File: config.mk
export PLATFORM = sky130hd
export DESIGN_NAME = fifo_method2
export DESIGN_NICKNAME = d
export VERILOG_FILES = /design/src/rtl/fifo_method2_pkg.sv /design/src/rtl/fifo_method2_mem.sv /design/src/rtl/fifo_method2.sv
export SDC_FILE = /design/constraint.sdc
export NUM_CORES = 1
export LEC_CHECK = 0
export CAP_MARGIN = 40
export CORE_MARGIN = 2
export CORE_UTILIZATION = 23
export DETAILED_ROUTE_END_ITERATION = 10
export HOLD_SLACK_MARGIN = 0.15
export PLACE_DENSITY_LB_ADDON = 0.2
export SLEW_MARGIN = 20
export SYNTH_ARGS = -nofsm -noshare
export SYNTH_HDL_FRONTEND = slang
export SYNTH_SLANG_ARGS = --single-unit
File: constraint.sdc
create_clock -name clk -period 4.7 [get_ports clk]
set_clock_uncertainty 0.05 [all_clocks]
set_input_delay 0.94 -clock clk [delete_from_list [all_inputs] [get_ports clk]]
set_output_delay 0.94 -clock clk [all_outputs]
set_load 0.005 [all_outputs]
File: src/rtl/fifo_method2_pkg.sv
// -----------------------------------------------------------------------------
// fifo_method2_pkg
//   Shared defaults and types for the fifo_method2 block.
//   - DEF_DATA_WIDTH / DEF_ADDR_WIDTH : default word and address widths
//   - DEF_DEPTH                       : default number of entries (1 << ADDR_WIDTH)
//   - ptr_t                           : pointer type at the default width
//                                       (address bits plus one wrap bit)
//   - depth_of()                      : entry count for a given address width
// -----------------------------------------------------------------------------
package fifo_method2_pkg;

    localparam int DEF_DATA_WIDTH = 8;
    localparam int DEF_ADDR_WIDTH = 3;
    localparam int DEF_DEPTH      = 1 << DEF_ADDR_WIDTH;

    typedef logic [DEF_ADDR_WIDTH:0] ptr_t;

    function automatic int depth_of(input int addr_width);
        return 1 << addr_width;
    endfunction

endpackage : fifo_method2_pkg

File: src/rtl/fifo_method2_mem.sv
// -----------------------------------------------------------------------------
// fifo_method2_mem
//   DEPTH x DATA_WIDTH register array with one synchronous write port and one
//   synchronous (registered) read port.
//   Ports:
//     clk    in  rising-edge clock
//     rst    in  asynchronous active-high reset (clears rdata only)
//     we     in  write enable
//     waddr  in  write address
//     wdata  in  write data
//     re     in  read enable; rdata loads mem[raddr] on the edge
//     raddr  in  read address
//     rdata  out registered read data, holds when re is low
//   The storage array itself is not reset.
// -----------------------------------------------------------------------------
module fifo_method2_mem
    import fifo_method2_pkg::*;
#(
    parameter int DATA_WIDTH = DEF_DATA_WIDTH,
    parameter int ADDR_WIDTH = DEF_ADDR_WIDTH
) (
    input  logic                  clk,
    input  logic                  rst,
    input  logic                  we,
    input  logic [ADDR_WIDTH-1:0] waddr,
    input  logic [DATA_WIDTH-1:0] wdata,
    input  logic                  re,
    input  logic [ADDR_WIDTH-1:0] raddr,
    output logic [DATA_WIDTH-1:0] rdata
);

    localparam int MEM_DEPTH = depth_of(ADDR_WIDTH);

    logic [DATA_WIDTH-1:0] mem [MEM_DEPTH];

    always_ff @(posedge clk) begin
        if (we) begin
            mem[waddr] <= wdata;
        end
    end

    always_ff @(posedge clk or posedge rst) begin
        if (rst) begin
            rdata <= '0;
        end else if (re) begin
            rdata <= mem[raddr];
        end
    end

endmodule : fifo_method2_mem

File: src/rtl/fifo_method2.sv
// -----------------------------------------------------------------------------
// fifo_method2
//   Single-clock FIFO; full/empty derived from pointers one bit wider than the
//   address ("extra MSB" method).
//   Ports:
//     clk       in  rising-edge clock
//     rst       in  asynchronous active-high reset
//     wr_en     in  write request (accepted when not full)
//     rd_en     in  read request (accepted when not empty)
//     data_in   in  write data
//     data_out  out registered read data, valid one clk after the accepting edge
//     full      out FIFO holds DEPTH words
//     empty     out FIFO holds 0 words
//     count     out (only with FIFO_METHOD2_COUNT_EN) occupancy wr_ptr - rd_ptr
//   Configuration macro: FIFO_METHOD2_COUNT_EN adds the count output.
// -----------------------------------------------------------------------------
module fifo_method2
    import fifo_method2_pkg::*;
#(
    parameter int DATA_WIDTH = DEF_DATA_WIDTH,
    parameter int ADDR_WIDTH = DEF_ADDR_WIDTH
) (
    input  logic                  clk,
    input  logic                  rst,
    input  logic                  wr_en,
    input  logic                  rd_en,
    input  logic [DATA_WIDTH-1:0] data_in,
    output logic [DATA_WIDTH-1:0] data_out,
    output logic                  full,
`ifdef FIFO_METHOD2_COUNT_EN
    output logic [ADDR_WIDTH:0]   count,
`endif
    output logic                  empty
);

    logic [ADDR_WIDTH:0] wr_ptr;
    logic [ADDR_WIDTH:0] rd_ptr;
    logic                wr_acc;
    logic                rd_acc;

    // Equal pointers mean empty; same address with opposite wrap bits means
    // the writer is exactly one lap ahead, i.e. full.
    assign empty = (wr_ptr == rd_ptr);
    assign full  = (wr_ptr[ADDR_WIDTH] != rd_ptr[ADDR_WIDTH]) &&
                   (wr_ptr[ADDR_WIDTH-1:0] == rd_ptr[ADDR_WIDTH-1:0]);

    assign wr_acc = wr_en && !full;
    assign rd_acc = rd_en && !empty;

`ifdef FIFO_METHOD2_COUNT_EN
    assign count = wr_ptr - rd_ptr;
`endif

    always_ff @(posedge clk or posedge rst) begin
        if (rst) begin
            wr_ptr <= '0;
            rd_ptr <= '0;
        end else begin
            if (wr_acc) begin
                wr_ptr <= wr_ptr + 1'b1;
            end
            if (rd_acc) begin
                rd_ptr <= rd_ptr + 1'b1;
            end
        end
    end

    fifo_method2_mem #(
        .DATA_WIDTH (DATA_WIDTH),
        .ADDR_WIDTH (ADDR_WIDTH)
    ) u_mem (
        .clk   (clk),
        .rst   (rst),
        .we    (wr_acc),
        .waddr (wr_ptr[ADDR_WIDTH-1:0]),
        .wdata (data_in),
        .re    (rd_acc),
        .raddr (rd_ptr[ADDR_WIDTH-1:0]),
        .rdata (data_out)
    );

endmodule : fifo_method2

==> flow_summary.toml, run 1 <==
[setup_path]
crit_required_ps = 3710
reg2reg_depth = 5
end_kind = "output pin"
arrival_ps = 2430
rr_startpoint = "rd_ptr[2]"
worstPathMaxFanout = 11
regToRegEndpoint = "u_mem.mem[3][2]"
endpoint = "full"
r2r_slack_ps = 2100
criticalPathCategory = "flip-flop to output pin"
start_kind = "flip-flop"
startpoint = "rd_ptr[2]"

[layout]
num-fill-cells = 1341
final_layout_size_suffix_gt1_frac = 0.241
area_delta_synth_final_pct = 24.9
fin_cells = 392
antenna_cells = 0
nNetsFinal = 221
fin_area_um2 = 4070

[cts]
cts_tree = "yes"
holdBufCountCts = 0
clock_latency_ps = 340
post-cts-setup-buffers = 0
htreeDepth = 3
clk_pin_slew_ps = 60
cts-root-buf = "clkbuf_16"
clock-sinks = 80
cts_buffer_depth = 2
cts-resized-gates = 0
numCtsBuffers = 9

[logic_synthesis]
ys_async_sr_fraction = 0.200
synth-main-ff-cell = "edfxtp_1"
avgSynthCellArea_um2 = 19.2
synth_fp_nets = 184
netlist_area_um2 = 3260
ys_warn_count = 0
synth_cells = 170
synth_edf_count = 64
ys_seq_elements = 80
synthDistinctLibCells = 29
yosysSeqAreaShare = 0.713

[pwr]
power_frac_clock = 0.290
p_total_w = 0.00259
combPwrFrac = 0.308
irDropWorstVdd_mv = 0.204
p_per_area_nw_per_um2 = 638
switchingPower_w = 0.000792
switching_share = 0.306
p_seq_frac = 0.402
internal_power_w = 0.00180
p_leak_nw = 1.41

[placement]
pre_cts_slack_ps = 1630
dp_hpwl_um = 4230
port_buffers = 21
place_area_um2 = 3720
dp_cells = 374
finalWeightedCongestion = 0.684

[floorplanning]
core_area_um2 = 13800
die_width_um = 123
fp.dieArea_um2 = 15100
pin_count = 22
initial_core_util = 0.235
fp-row-count = 43
dieHeight_um = 123

[detailed_routing]
wl_per_cell_um = 16.3
ant_nets = 0
vias = 1598
via_per_inst = 4.08
dr.pass1.iters = 4
drt_iter0_drc = 75
drc_errors = 0
routed_wl_um = 6380

[timing]
relSlewSlack = 0.499
fin_crit_ps = 3420
min_period_over_period = 0.727
hold_viol = 0
slew_violations = 0
setup_slack_ps = 1280
final-setup-viol-count = 0
fmax_mhz = 293
tightest_slew_ps = 752
fin_tns_setup_ps = 0
rsz0062_at_grt = "false"

[grt]
grt-ovfl-total = 0
grt_usage = 0.0981
grt_max_degree = 21
grt_pass1_vias = 1751
grt_pass1_wl_um = 10400
antenna_found_initial = 0

[outcome]
status = "completed"

[min_path]
min_path_type = "flip-flop to flip-flop"
hold_depth = 2

[job]
max_cap_viol_count = 0
==> power groups by stage <==
stage / Combinational [W] / Clock (W) / Sequential (W)
finish: 0.000798 / 0.000751 / 0.00104
global route: 0.000897 / 0.000799 / 0.00106
global placement: 0.000802 / 0 / 0.00106
CTS: 0.000816 / 0.000768 / 0.00105
floorplan: 0.000598 / 0 / 0.00101
detailed placement: 0.000814 / 0 / 0.00106
==> cell usage after synthesis, types with 2 or more instances <==
cell type,n,share of area
edfxtp_1,64,0.59
mux4_2,13,0.090
o21ai_0,6,0.0092
xor2_2,2,0.010
ha_1,2,0.0077
o41ai_4,2,0.017
o21ai_1,2,0.0031
nor2_1,8,0.0092
xor2_1,5,0.013
dfrtp_1,16,0.12
buf_1,2,0.0023
mux2i_1,8,0.025
mux4_1,3,0.024
buf_4,4,0.0092
mux2_4,2,0.0092
nand2_1,11,0.013
inv_1,4,0.0046
nor3_1,4,0.0061
xnor2_1,2,0.0054
==> final cells by class <==
cell class | instances | area (um2) | area share
Clock inverter | 7 | 95.1 | 0.0234
Sequential cell | 80 | 2320 | 0.571
Inverter | 4 | 15.0 | 0.00369
Clock buffer | 9 | 225 | 0.0554
Multi-Input combinational cell | 78 | 865 | 0.213
Tap cell | 180 | 225 | 0.0554
Timing Repair Buffer | 34 | 319 | 0.0785
==> kinds of logic after synthesis <==
| kind of cell | share of synthesized area |
|---|---|
| flops | 0.713 |
| simple gates | 0.0434 |
| xor+xnor | 0.0373 |
| compound gates | 0.0292 |
| buf+inv | 0.0211 |
| mux | 0.148 |
| fa+ha+maj | 0.00769 |
==> metal layers <==
layer | up-vias | part of all wire | global-route usage
met5 | - | 0 | 0
met4 | 0 | 0.016 | 0.0391
met3 | 12 | 0.053 | 0.0351
met2 | 48 | 0.44 | 0.141
met1 | 809 | 0.49 | 0.136
li1 | 729 | - | -
==> state kept, by name, indices dropped and copies added (netlist names) <==
register / flops
wr_ptr: 4
rd_ptr: 4
u_mem.rdata: 8
u_mem.mem: 64
==> placed cells by master, fill, tap and decap left out, drive strengths merged, types with 5 or more instances in the layout <==
cell	Yosys	routed
mux2i	8	8
mux4	16	16
edfxtp	64	64
xor2	8	8
nor3	5	5
dfrtp	16	16
nand2	11	11
clkdlybuf4s50	0	21
buf	8	13
inv	4	5
clkbuf	0	9
o21ai	8	8
nor2	8	8
==> critical path: stages (launching register included) <==
cell,delay (ps)
dfrtp_1,830
xor2_2,230
or2_2,340
nor3_1,150
clkdlybuf4s50_1,530
==> per-stage QoR <==
step	utilization	hold WS (ps)
floorplan	-	422
global placement	0.266	417
detailed placement	0.269	424
CTS	0.292	440
global route	0.294	459
finish	0.294	430
==> worst min path at each step <==
| stage | to | slack (ps) | from |
|---|---|---|---|
| after global placement | u_mem.rdata[5] | 420 | u_mem.rdata[5] |
| after detailed placement | u_mem.rdata[7] | 420 | u_mem.rdata[7] |
| final | u_mem.rdata[5] | 430 | u_mem.rdata[5] |
| after floorplan | u_mem.rdata[1] | 420 | u_mem.rdata[1] |
| after global routing | u_mem.rdata[5] | 460 | u_mem.rdata[5] |
| after CTS | u_mem.rdata[5] | 440 | u_mem.rdata[5] |
Power figures use the tool's default switching activity.
==> inputs of run 2 (changes only) <==
Clock period 4.7 ns to 3.17 ns, I/O delays scaled along.
==> flow_summary.toml, run 2 (synthesis results as in run 1) <==
[timing]
fmax_mhz = 366
slew_violations = 0
relSlewSlack = 0.707
fin_tns_setup_ps = 0
final-setup-viol-count = 0
hold_viol = 0
min_period_over_period = 0.861
rsz0062_at_grt = "false"
tightest_slew_ps = 439
fin_crit_ps = 2730

[layout]
multiInputGateArea_um2 = 865
largest-register = "u_mem.mem"
area_delta_synth_final_pct = 24.5
fin_area_um2 = 4050
largest_register_ffs = 64
layout_commonest_cell = "edfxtp_1"
num-fill-cells = 1357
antenna_cells = 0
reg_top3 = "u_mem.mem: 64 flops, u_mem.rdata: 8 flops"
seqCellArea_um2 = 2320
nNetsFinal = 224
final_cell_mix = "edfxtp_1, clkdlybuf4s50_1, dfrtp_1"
final_layout_size_suffix_gt1_frac = 0.242
fin_cells = 395

[grt]
antenna_found_initial = 0
grt-ovfl-total = 0
grt_usage = 0.0980
grt_pass1_wl_um = 10300
grt_pass1_vias = 1711
grt_max_degree = 21

[floorplanning]
core_area_um2 = 13800
fp.dieArea_um2 = 15100
die_width_um = 123
fp-row-count = 43
initial_core_util = 0.235
pin_count = 22
dieHeight_um = 123

[cts]
clock_latency_ps = 330
cts_tree = "yes"
cts-resized-gates = 0
clk_pin_slew_ps = 60
htreeDepth = 3
cts-root-buf = "clkbuf_16"
holdBufCountCts = 0
numCtsBuffers = 9
clock-sinks = 80
post-cts-setup-buffers = 0
cts_buffer_depth = 2

[setup_path]
rr_startpoint = "wr_ptr[1]"
arrival_ps = 2040
start_kind = "flip-flop"
worstPathMaxFanout = 7
crit_required_ps = 2490
reg2reg_depth = 5
regToRegEndpoint = "u_mem.mem[4][3]"
criticalPathCategory = "flip-flop to output pin"
endpoint = "full"
r2r_slack_ps = 1170
end_kind = "output pin"
startpoint = "wr_ptr[2]"

[pwr]
switching_share = 0.304
power_frac_clock = 0.270
irDropWorstVdd_mv = 0.293
combPwrFrac = 0.327
p_total_w = 0.00376
switchingPower_w = 0.00114
internal_power_w = 0.00262
p_leak_nw = 1.42
p_per_area_nw_per_um2 = 928
p_seq_frac = 0.403

[placement]
place_area_um2 = 3750
dp_cells = 378
finalWeightedCongestion = 0.665
dp_hpwl_um = 4100
port_buffers = 21

[min_path]
min_path_type = "flip-flop to flip-flop"
min-delay-start = "u_mem.rdata[3]"

[detailed_routing]
vias = 1548
dr.pass1.iters = 4
drt-met1-wl_um = 3160
highest_layer = "met4"
wl_met3_um = 227
drc_errors = 0
wl_per_cell_um = 16.5
drt_iter0_drc = 49
via_per_inst = 3.92
routed_wl_um = 6520
ant_nets = 0
wl_met2_um = 3020

[job]
max_cap_viol_count = 0

[outcome]
status = "completed"
[run 2: changes by cell type in the layout (fill, tap and decap cells not counted), sizes merged]
cell / previous run / this run
clkinv: 1 / 2
clkbuf: 9 / 12
bufinv: 2 / 1
inv: 5 / 4
clkinvlp: 3 / 1
buf: 13 / 16
[run 2: power by group through the flow]
stage                     Combinational [W]  Sequential [W]  Clock [W]
final                               0.00123         0.00152    0.00101
after global routing                0.00137         0.00155    0.00107
after CTS                           0.00127         0.00152    0.00104
after detailed placement            0.00127         0.00154          0
after global placement              0.00127         0.00153          0
after floorplan                    0.000886         0.00149          0
[run 2: worst min-delay path by stage]
stage / end / slack [ps] / depth (start not counted)
after global routing: u_mem.rdata[4] / 480 / 2
after global placement: u_mem.rdata[2] / 420 / 2
after detailed placement: u_mem.rdata[3] / 420 / 2
final: u_mem.rdata[3] / 430 / 2
after floorplan: u_mem.rdata[1] / 420 / 2
after CTS: u_mem.rdata[3] / 440 / 2
[run 2: area by class of cell]
| class | count | area share |
|---|---|---|
| clock buffer | 12 | 0.0608 |
| sequential | 80 | 0.573 |
| tap | 180 | 0.0556 |
| inverter | 4 | 0.00370 |
| timing repair buffer | 37 | 0.0824 |
| clock inverter | 4 | 0.0114 |
| multi-input combinational | 78 | 0.213 |
[run 2: stage by stage]
| step | hold WS (ps) | utilization | setup slack (ps) |
|---|---|---|---|
| 2_1_floorplan | 422 | - | 915 |
| 3_3_place_gp | 419 | 0.271 | 829 |
| 3_5_place_dp | 424 | 0.271 | 785 |
| 4_1_cts | 440 | 0.292 | 420 |
| 5_1_grt | 479 | 0.293 | 281 |
| 6_report | 433 | 0.293 | 441 |
[run 2: critical path, stage by stage, from the launching register on]
cell,delay [ps]
dfrtp_1,470
xor2_2,250
or2_2,310
nor3_1,160
clkdlybuf4s50_1,530
[run 2: per-layer routing]
metal | vias to the layer above | GRT usage
met5 | - | 0
met4 | 0 | 0.0362
li1 | 729 | -
met2 | 27 | 0.152
met3 | 10 | 0.0304
met1 | 782 | 0.129
